<file path="config.mk">
export PLATFORM = sky130hd
export DESIGN_NAME = quad_decoder
export DESIGN_NICKNAME = d
export VERILOG_FILES = /design/src/rtl/quad_decoder.sv
export SDC_FILE = /design/constraint.sdc
export NUM_CORES = 1
export LEC_CHECK = 0
export BUFFER_PORTS_ARGS = -buffer_cell sky130_fd_sc_hd__buf_2
export CAP_MARGIN = 25
export CELL_PAD_IN_SITES_DETAIL_PLACEMENT = 1
export CELL_PAD_IN_SITES_GLOBAL_PLACEMENT = 1
export CORE_MARGIN = 2
export CORE_UTILIZATION = 45
export CTS_CLUSTER_SIZE = 8
export DETAILED_ROUTE_END_ITERATION = 7
export MAX_ROUTING_LAYER = met4
export PLACE_DENSITY = 0.87
export SLEW_MARGIN = 20
export SYNTH_ARGS = -nofsm -noshare
export SYNTH_HDL_FRONTEND = slang
export SYNTH_SLANG_ARGS = --single-unit
</file>
<file path="constraint.sdc">
create_clock -name CLK -period 4.2 [get_ports CLK]
set_input_delay 0.84 -clock CLK [delete_from_list [all_inputs] [get_ports CLK]]
set_output_delay 0.84 -clock CLK [all_outputs]
set_load 0.005 [all_outputs]
</file>
<file path="src/rtl/quad_decoder.sv">
// Quadrature receiver: synchronises and glitch-filters an A/B pair, decodes steps into a
// wrapping position, counts illegal double transitions and drives hold-stretched direction levels.
module quad_decoder #(
    parameter int unsigned FILTER_LEN = 4,
    parameter int unsigned CNT_W      = 8,
    parameter int unsigned HOLD_CYC   = 22500
) (
    input  logic             CLK,
    input  logic             reset,
    input  logic             ce,
    input  logic             quad_a,
    input  logic             quad_b,
    input  logic             clear,
    output logic [CNT_W-1:0] position,
    output logic             step,
    output logic             dir,
    output logic             error,
    output logic [7:0]       err_count,
    output logic             right_o,
    output logic             left_o
);
    localparam int unsigned FC_W  = 4;
    localparam int unsigned TMR_W = 16;

    localparam logic [0:0] ST_PRIME = 1'b0;
    localparam logic [0:0] ST_TRACK = 1'b1;

    logic [0:0]       state, state_nxt;
    logic [1:0]       s1, s2;
    logic [1:0]       filt, filt_nxt;
    logic [1:0]       filt_old, filt_old_nxt;
    logic [FC_W-1:0]  fc, fc_nxt, run;
    logic             upd, upd_nxt;
    logic             fwd, rev, bad;
    logic [TMR_W-1:0] rt, rt_nxt, lt, lt_nxt;

    // PRIME waits for a stable input before tracking; TRACK accepts a value held FILTER_LEN samples.
    always_comb begin
        state_nxt    = state;
        filt_nxt     = filt;
        filt_old_nxt = filt_old;
        fc_nxt       = fc;
        upd_nxt      = 1'b0;
        run          = '0;
        if (ce) begin
            case (state)
                ST_PRIME: begin
                    run      = (s2 == filt) ? fc + FC_W'(1) : FC_W'(1);
                    filt_nxt = s2;
                    if (32'(run) >= FILTER_LEN) begin
                        state_nxt = ST_TRACK;
                        fc_nxt    = '0;
                    end else begin
                        fc_nxt = run;
                    end
                end
                ST_TRACK: begin
                    if (s2 == filt) begin
                        fc_nxt = '0;
                    end else if (32'(fc) == FILTER_LEN - 1) begin
                        filt_nxt     = s2;
                        filt_old_nxt = filt;
                        fc_nxt       = '0;
                        upd_nxt      = 1'b1;
                    end else begin
                        fc_nxt = fc + FC_W'(1);
                    end
                end
                default: state_nxt = ST_PRIME;
            endcase
        end
    end

    // Classify the accepted {A,B} change; A leading B is forward.
    always_comb begin
        fwd = 1'b0;
        rev = 1'b0;
        bad = 1'b0;
        if (upd) begin
            case ({filt_old, filt})
                4'b0010, 4'b1011, 4'b1101, 4'b0100: fwd = 1'b1;
                4'b0001, 4'b0111, 4'b1110, 4'b1000: rev = 1'b1;
                4'b0011, 4'b1100, 4'b1001, 4'b0110: bad = 1'b1;
                default: ;
            endcase
        end
    end

    // A step reloads its own timer and kills the opposite one, so both levels are never high.
    always_comb begin
        rt_nxt = rt;
        lt_nxt = lt;
        if (fwd) begin
            rt_nxt = TMR_W'(HOLD_CYC);
            lt_nxt = '0;
        end else if (rev) begin
            lt_nxt = TMR_W'(HOLD_CYC);
            rt_nxt = '0;
        end else if (ce) begin
            if (rt != '0) rt_nxt = rt - TMR_W'(1);
            if (lt != '0) lt_nxt = lt - TMR_W'(1);
        end
    end

    always_ff @(posedge CLK) begin
        if (reset) begin
            s1        <= '0;
            s2        <= '0;
            state     <= ST_PRIME;
            filt      <= '0;
            filt_old  <= '0;
            fc        <= '0;
            upd       <= 1'b0;
            position  <= '0;
            step      <= 1'b0;
            dir       <= 1'b0;
            error     <= 1'b0;
            err_count <= '0;
            rt        <= '0;
            lt        <= '0;
            right_o   <= 1'b0;
            left_o    <= 1'b0;
        end else begin
            s1       <= {quad_a, quad_b};
            s2       <= s1;
            state    <= state_nxt;
            filt     <= filt_nxt;
            filt_old <= filt_old_nxt;
            fc       <= fc_nxt;
            upd      <= upd_nxt;
            step     <= fwd | rev;
            error    <= bad;
            if (fwd)      dir <= 1'b1;
            else if (rev) dir <= 1'b0;
            // clear wins over a coincident step or error
            if (clear)    position <= '0;
            else if (fwd) position <= position + CNT_W'(1);
            else if (rev) position <= position - CNT_W'(1);
            if (clear)                           err_count <= '0;
            else if (bad && err_count != 8'hFF)  err_count <= err_count + 8'd1;
            rt      <= rt_nxt;
            lt      <= lt_nxt;
            right_o <= (rt_nxt != '0);
            left_o  <= (lt_nxt != '0);
        end
    end
endmodule

</file>
==> results_tabular.tex <==
\begin{tabular}{lr}
\hline
Metric & Value \\
\hline
\multicolumn{2}{l}{\textbf{Worst setup path}} \\
\quad Highest cell delay on the worst timing path & 450 ps \\
\quad Critical setup path kind & reg -> reg \\
\quad Startpoint Class & flop \\
\quad Maximum fanout along the worst path & 16 \\
\quad Most common cell type on the critical path & sky130\_fd\_sc\_hd\_\_a21oi\_1 \\
\quad Sequence of cells on the critical path & xor2\_1, nor2\_1, and2\_0, buf\_4, inv\_1, ha\_1, a21o\_1, a21oi\_1, o21bai\_1, a21oi\_1, o21ai\_0, or4\_1, o311ai\_0 \\
\quad Critical path capture point type & flop \\
\quad Data required time at the worst endpoint & 4440 ps \\
\quad Arrival time at the worst endpoint & 3300 ps \\
\quad Slowest-stage cell, CP & sky130\_fd\_sc\_hd\_\_dfxtp\_1 \\
\quad FF-to-FF setup slack & 1140 ps \\
\multicolumn{2}{l}{\textbf{Placement}} \\
\quad Worst setup timing slack at the placement stage & between 1000 and 1500 ps \\
\quad Gpl congestion & 0.847 \\
\quad Input/output buffers & 26 \\
\quad Half-perimeter wire length after placement & roughly 6.3 mm \\
\quad Placed instance area & 3630 um2 \\
\multicolumn{2}{l}{\textbf{Floorplanning}} \\
\quad Initial Utilization & a little under half \\
\quad Floorplan die height & 91.5 um \\
\quad Number of ports placed on the die boundary & 27 \\
\quad Site row count & 31 \\
\quad Die ar. & 8380 um2 \\
\quad DIE WIDTH & $\sim$92 um \\
\quad Placeable core area & 7330 um2 \\
\multicolumn{2}{l}{\textbf{Logic synthesis}} \\
\quad Complex-gate fraction of the synthesized area & between 10\% and 20\% \\
\quad Syn Std Cell Area & 3450 um2 \\
\quad Sequential element share of the synthesized area & 38.9\% \\
\quad Synthesized instance count & 417 \\
\quad Synthesized-area fraction occupied by xor and xnor cells & 9.40\% \\
\quad Library cells used by synthesis & 53 \\
\quad Post-synth EDFFs & 0 \\
\quad Multiplexer share of the synthesized area & 0.617\% \\
\quad Adder and majority cell fraction of the synthesized area & 4.93\% \\
\quad FFs w/ async S/R, synth & 0\% \\
\quad Share of synthesized cell area in and, or, nand and nor gates & 26.0\% \\
\quad Largest family of logic cells by synthesized area & simple AND/OR/NAND/NOR gates \\
\quad Yosys Warn Count & 0 \\
\quad Post-synthesis register bit count & 67 \\
\quad Post-synth net total & 436 \\
\quad Post-synth top flop & sky130\_fd\_sc\_hd\_\_dfxtp\_1 \\
\quad Average size of a mapped cell & 8.27 um2 \\
\multicolumn{2}{l}{\textbf{STA}} \\
\quad Worst setup margin & roughly 1100 ps \\
\quad Worst Tran Pin Value & 964 ps \\
\quad Fmax & 0.327 GHz \\
\quad Finish-stage setup viols & 0 \\
\quad Max-Slew Margin vs Limit & 35.5\% \\
\quad Total count of hold-check failures in the final report & 0 \\
\quad Fin crit share & 72.9\% \\
\quad Min cycle time layout & 3060 ps \\
\quad Setup TNS Final & 0 ps \\
\quad Setup repair after global routing missed its margin & no \\
\quad Number of max-slew violations in the final report & 0 \\
\quad Final Skew & approximately 16 ps \\
\multicolumn{2}{l}{\textbf{Power and ir drop}} \\
\quad VDD IR max & 423 uV \\
\quad Power Dens Cells & about 770 nW/um2 \\
\quad Static power due to leakage & 1.52 nW \\
\multicolumn{2}{l}{\textbf{Run}} \\
\quad Maximum capacitance violations & 0 \\
\multicolumn{2}{l}{\textbf{Clock network}} \\
\quad Post-cts resize count & 0 \\
\quad Clock insertion delay at the later pin of the skew report & 350 ps \\
\quad TritonCTS Sinks & between 60 and 70 \\
\quad H-tree Lvls & 3 \\
\quad CTS hold repair buffers & 0 \\
\quad Number of clock buffers inserted by TritonCTS & 9 \\
\quad Clock Root Buffer & sky130\_fd\_sc\_hd\_\_clkbuf\_8 \\
\quad TritonCTS clock tree & done \\
\quad Maximum number of buffers from clock root to sink & 2 \\
\quad Reg clk slew, reported paths & about 70 ps \\
\quad Post CTS Setup Buffer Count & 0 \\
\multicolumn{2}{l}{\textbf{Drt}} \\
\quad Number of design rule violations left after detail routing & 0 \\
\quad Number of vias after detailed routing & 3,068 \\
\quad 1st-pass router iterations & 4 \\
\quad DR iter-0 viols & 140 \\
\quad Total wire length after detailed routing & 9.08 mm \\
\quad Avg Vias per Cell & about 5.7 \\
\quad ANT nets after route & 0 \\
\quad Routed WL per cell & 16.8 um \\
\multicolumn{2}{l}{\textbf{Global routing}} \\
\quad Leftover overflow at the end of global routing & 0 \\
\quad Maximum number of pins on one net before global-route repair & 37 \\
\quad GRT Util Overall & 23.7\% \\
\quad Antenna violations before repair & 0 \\
\quad Global-route wire length before repair & approximately 16 mm \\
\quad Vias in the first global route & 3,367 \\
\multicolumn{2}{l}{\textbf{Final layout}} \\
\quad Layout cell share with drive strength beyond 1 & 13.4\% \\
\quad Fill cell count & between 900 and 1,000 \\
\quad Most frequent cells in the layout & sky130\_fd\_sc\_hd\_\_dfxtp\_1 (67), sky130\_fd\_sc\_hd\_\_nor2\_1 (56), sky130\_fd\_sc\_hd\_\_nand2\_1 (43) \\
\quad Count of antenna diodes in the layout & 0 \\
\quad Final \#Nets & between 400 and 500 \\
\quad Post-Layout Inst Area & roughly 3800 um2 \\
\quad Layout overhead on the synthesized area & 11.2\% \\
\quad Fraction of the core area covered by cells at the end of the flow & 52.3\% \\
\quad Most common library cell in the layout ignoring fill and taps & sky130\_fd\_sc\_hd\_\_dfxtp\_1 \\
\multicolumn{2}{l}{\textbf{Outcome}} \\
\quad Run status & finished, final reports clean \\
\multicolumn{2}{l}{\textbf{Hold path}} \\
\quad Hold/Removal Path Class & reg -> reg \\
\hline
\end{tabular}
[worst max-delay path: cells and delay by family (launching register included)]
kind / cells / cell delay, ps
flip-flops: 1 / 450
buffers and inverters: 2 / 360
XOR/XNOR: 1 / 270
AND/OR/NAND/NOR: 3 / 640
adder cells (fa/ha/maj): 1 / 260
AO/OA/AOI/OAI: 6 / 990
[layer usage]
metal / vias to the layer above / wire (um) / global-route usage (%)
li1: 1505 / - / -
met1: 1505 / 4150 / 28.3
met2: 45 / 4540 / 40.3
met3: 13 / 227 / 3.07
met4: 0 / 166 / 9.97
met5: - / 0 / -
[power breakdown]
group / switching (mW) / internal (mW)
clock network: 0.262 / 0.293
registers: 0.175 / 0.779
logic: 0.833 / 0.591
total: 1.27 / 1.66
[worst paths after layout]
kind / start / cells after the start / end
max: filt[0] / 13 / position[7]
min: s1[1] / 1 / s2[1]
max reg2reg: filt[0] / 13 / position[7]
min reg2reg: s1[1] / 1 / s2[1]
[final cells by class]
| class | count | area (um2) | share of cell area (%) |
|---|---|---|---|
| multi-input combinational | 319 | 1980 | 51.7 |
| sequential | 67 | 1340 | 35.0 |
| timing repair buffer | 28 | 145 | 3.79 |
| clock buffer | 11 | 141 | 3.69 |
| tap | 99 | 124 | 3.23 |
| clock inverter | 5 | 62.6 | 1.63 |
| inverter | 10 | 37.5 | 0.979 |
[Yosys cell counts (2+ instances only)]
cell type,n,area [um2]
sky130_fd_sc_hd__a2111oi_0,2,17.5
sky130_fd_sc_hd__a211o_1,2,17.5
sky130_fd_sc_hd__a211oi_1,7,52.6
sky130_fd_sc_hd__a21o_1,2,15.0
sky130_fd_sc_hd__a21oi_1,32,160
sky130_fd_sc_hd__a311oi_1,3,26.3
sky130_fd_sc_hd__a31oi_1,6,37.5
sky130_fd_sc_hd__and3_1,3,18.8
sky130_fd_sc_hd__buf_1,2,7.51
sky130_fd_sc_hd__buf_2,3,15.0
sky130_fd_sc_hd__clkbuf_1,14,52.6
sky130_fd_sc_hd__dfxtp_1,67,1340
sky130_fd_sc_hd__ha_1,12,150
sky130_fd_sc_hd__inv_1,10,37.5
sky130_fd_sc_hd__nand2_1,43,161
sky130_fd_sc_hd__nand2b_1,3,18.8
sky130_fd_sc_hd__nand3_1,16,80.1
sky130_fd_sc_hd__nand3b_1,2,15.0
sky130_fd_sc_hd__nand4_1,8,50.1
sky130_fd_sc_hd__nor2_1,56,210
sky130_fd_sc_hd__nor2b_1,7,43.8
sky130_fd_sc_hd__nor3_1,17,85.1
sky130_fd_sc_hd__nor3_2,2,20.0
sky130_fd_sc_hd__nor3b_1,2,15.0
sky130_fd_sc_hd__nor4_1,2,12.5
sky130_fd_sc_hd__o21ai_0,17,85.1
sky130_fd_sc_hd__o21ai_1,2,10.0
sky130_fd_sc_hd__o21bai_1,2,15.0
sky130_fd_sc_hd__o311ai_0,2,17.5
sky130_fd_sc_hd__o31ai_1,4,30.0
sky130_fd_sc_hd__o41ai_2,2,32.5
sky130_fd_sc_hd__or3_1,5,31.3
sky130_fd_sc_hd__or3_4,2,22.5
sky130_fd_sc_hd__or3b_2,2,17.5
sky130_fd_sc_hd__or4_4,3,33.8
sky130_fd_sc_hd__xnor2_1,24,210
sky130_fd_sc_hd__xor2_1,13,114
[cell families (layout without fill, tap and decap cells)]
kind of cell | Yosys count | after routing
simple gates | 179 | 179
compound gates | 88 | 88
flops | 67 | 67
xor+xnor | 37 | 37
buf+inv | 31 | 54
fa+ha+maj | 13 | 13
mux | 2 | 2
[registers in the layout, summed over array words and instances, names as in the netlist]
| register | count |
|---|---|
| upd | 1 |
| position | 8 |
| lt | 16 |
| filt | 2 |
| error | 1 |
| dir | 1 |
| err_count | 8 |
| step | 1 |
| state | 1 |
| right_o | 1 |
| filt_old | 2 |
| rt | 16 |
| left_o | 1 |
| s1 | 2 |
| s2 | 2 |
| fc | 4 |
[stage by stage]
step / hold slack [ps] / power (mW) / std cells
final: 448 / 2.93 / 539
after global routing: 466 / 3.16 / 539
after CTS: 454 / 2.93 / 539
after detailed placement: 438 / 2.34 / 523
after global placement: 426 / 2.27 / 523
after floorplan: 414 / 2.04 / 417
(Power assumes the default switching activity.)
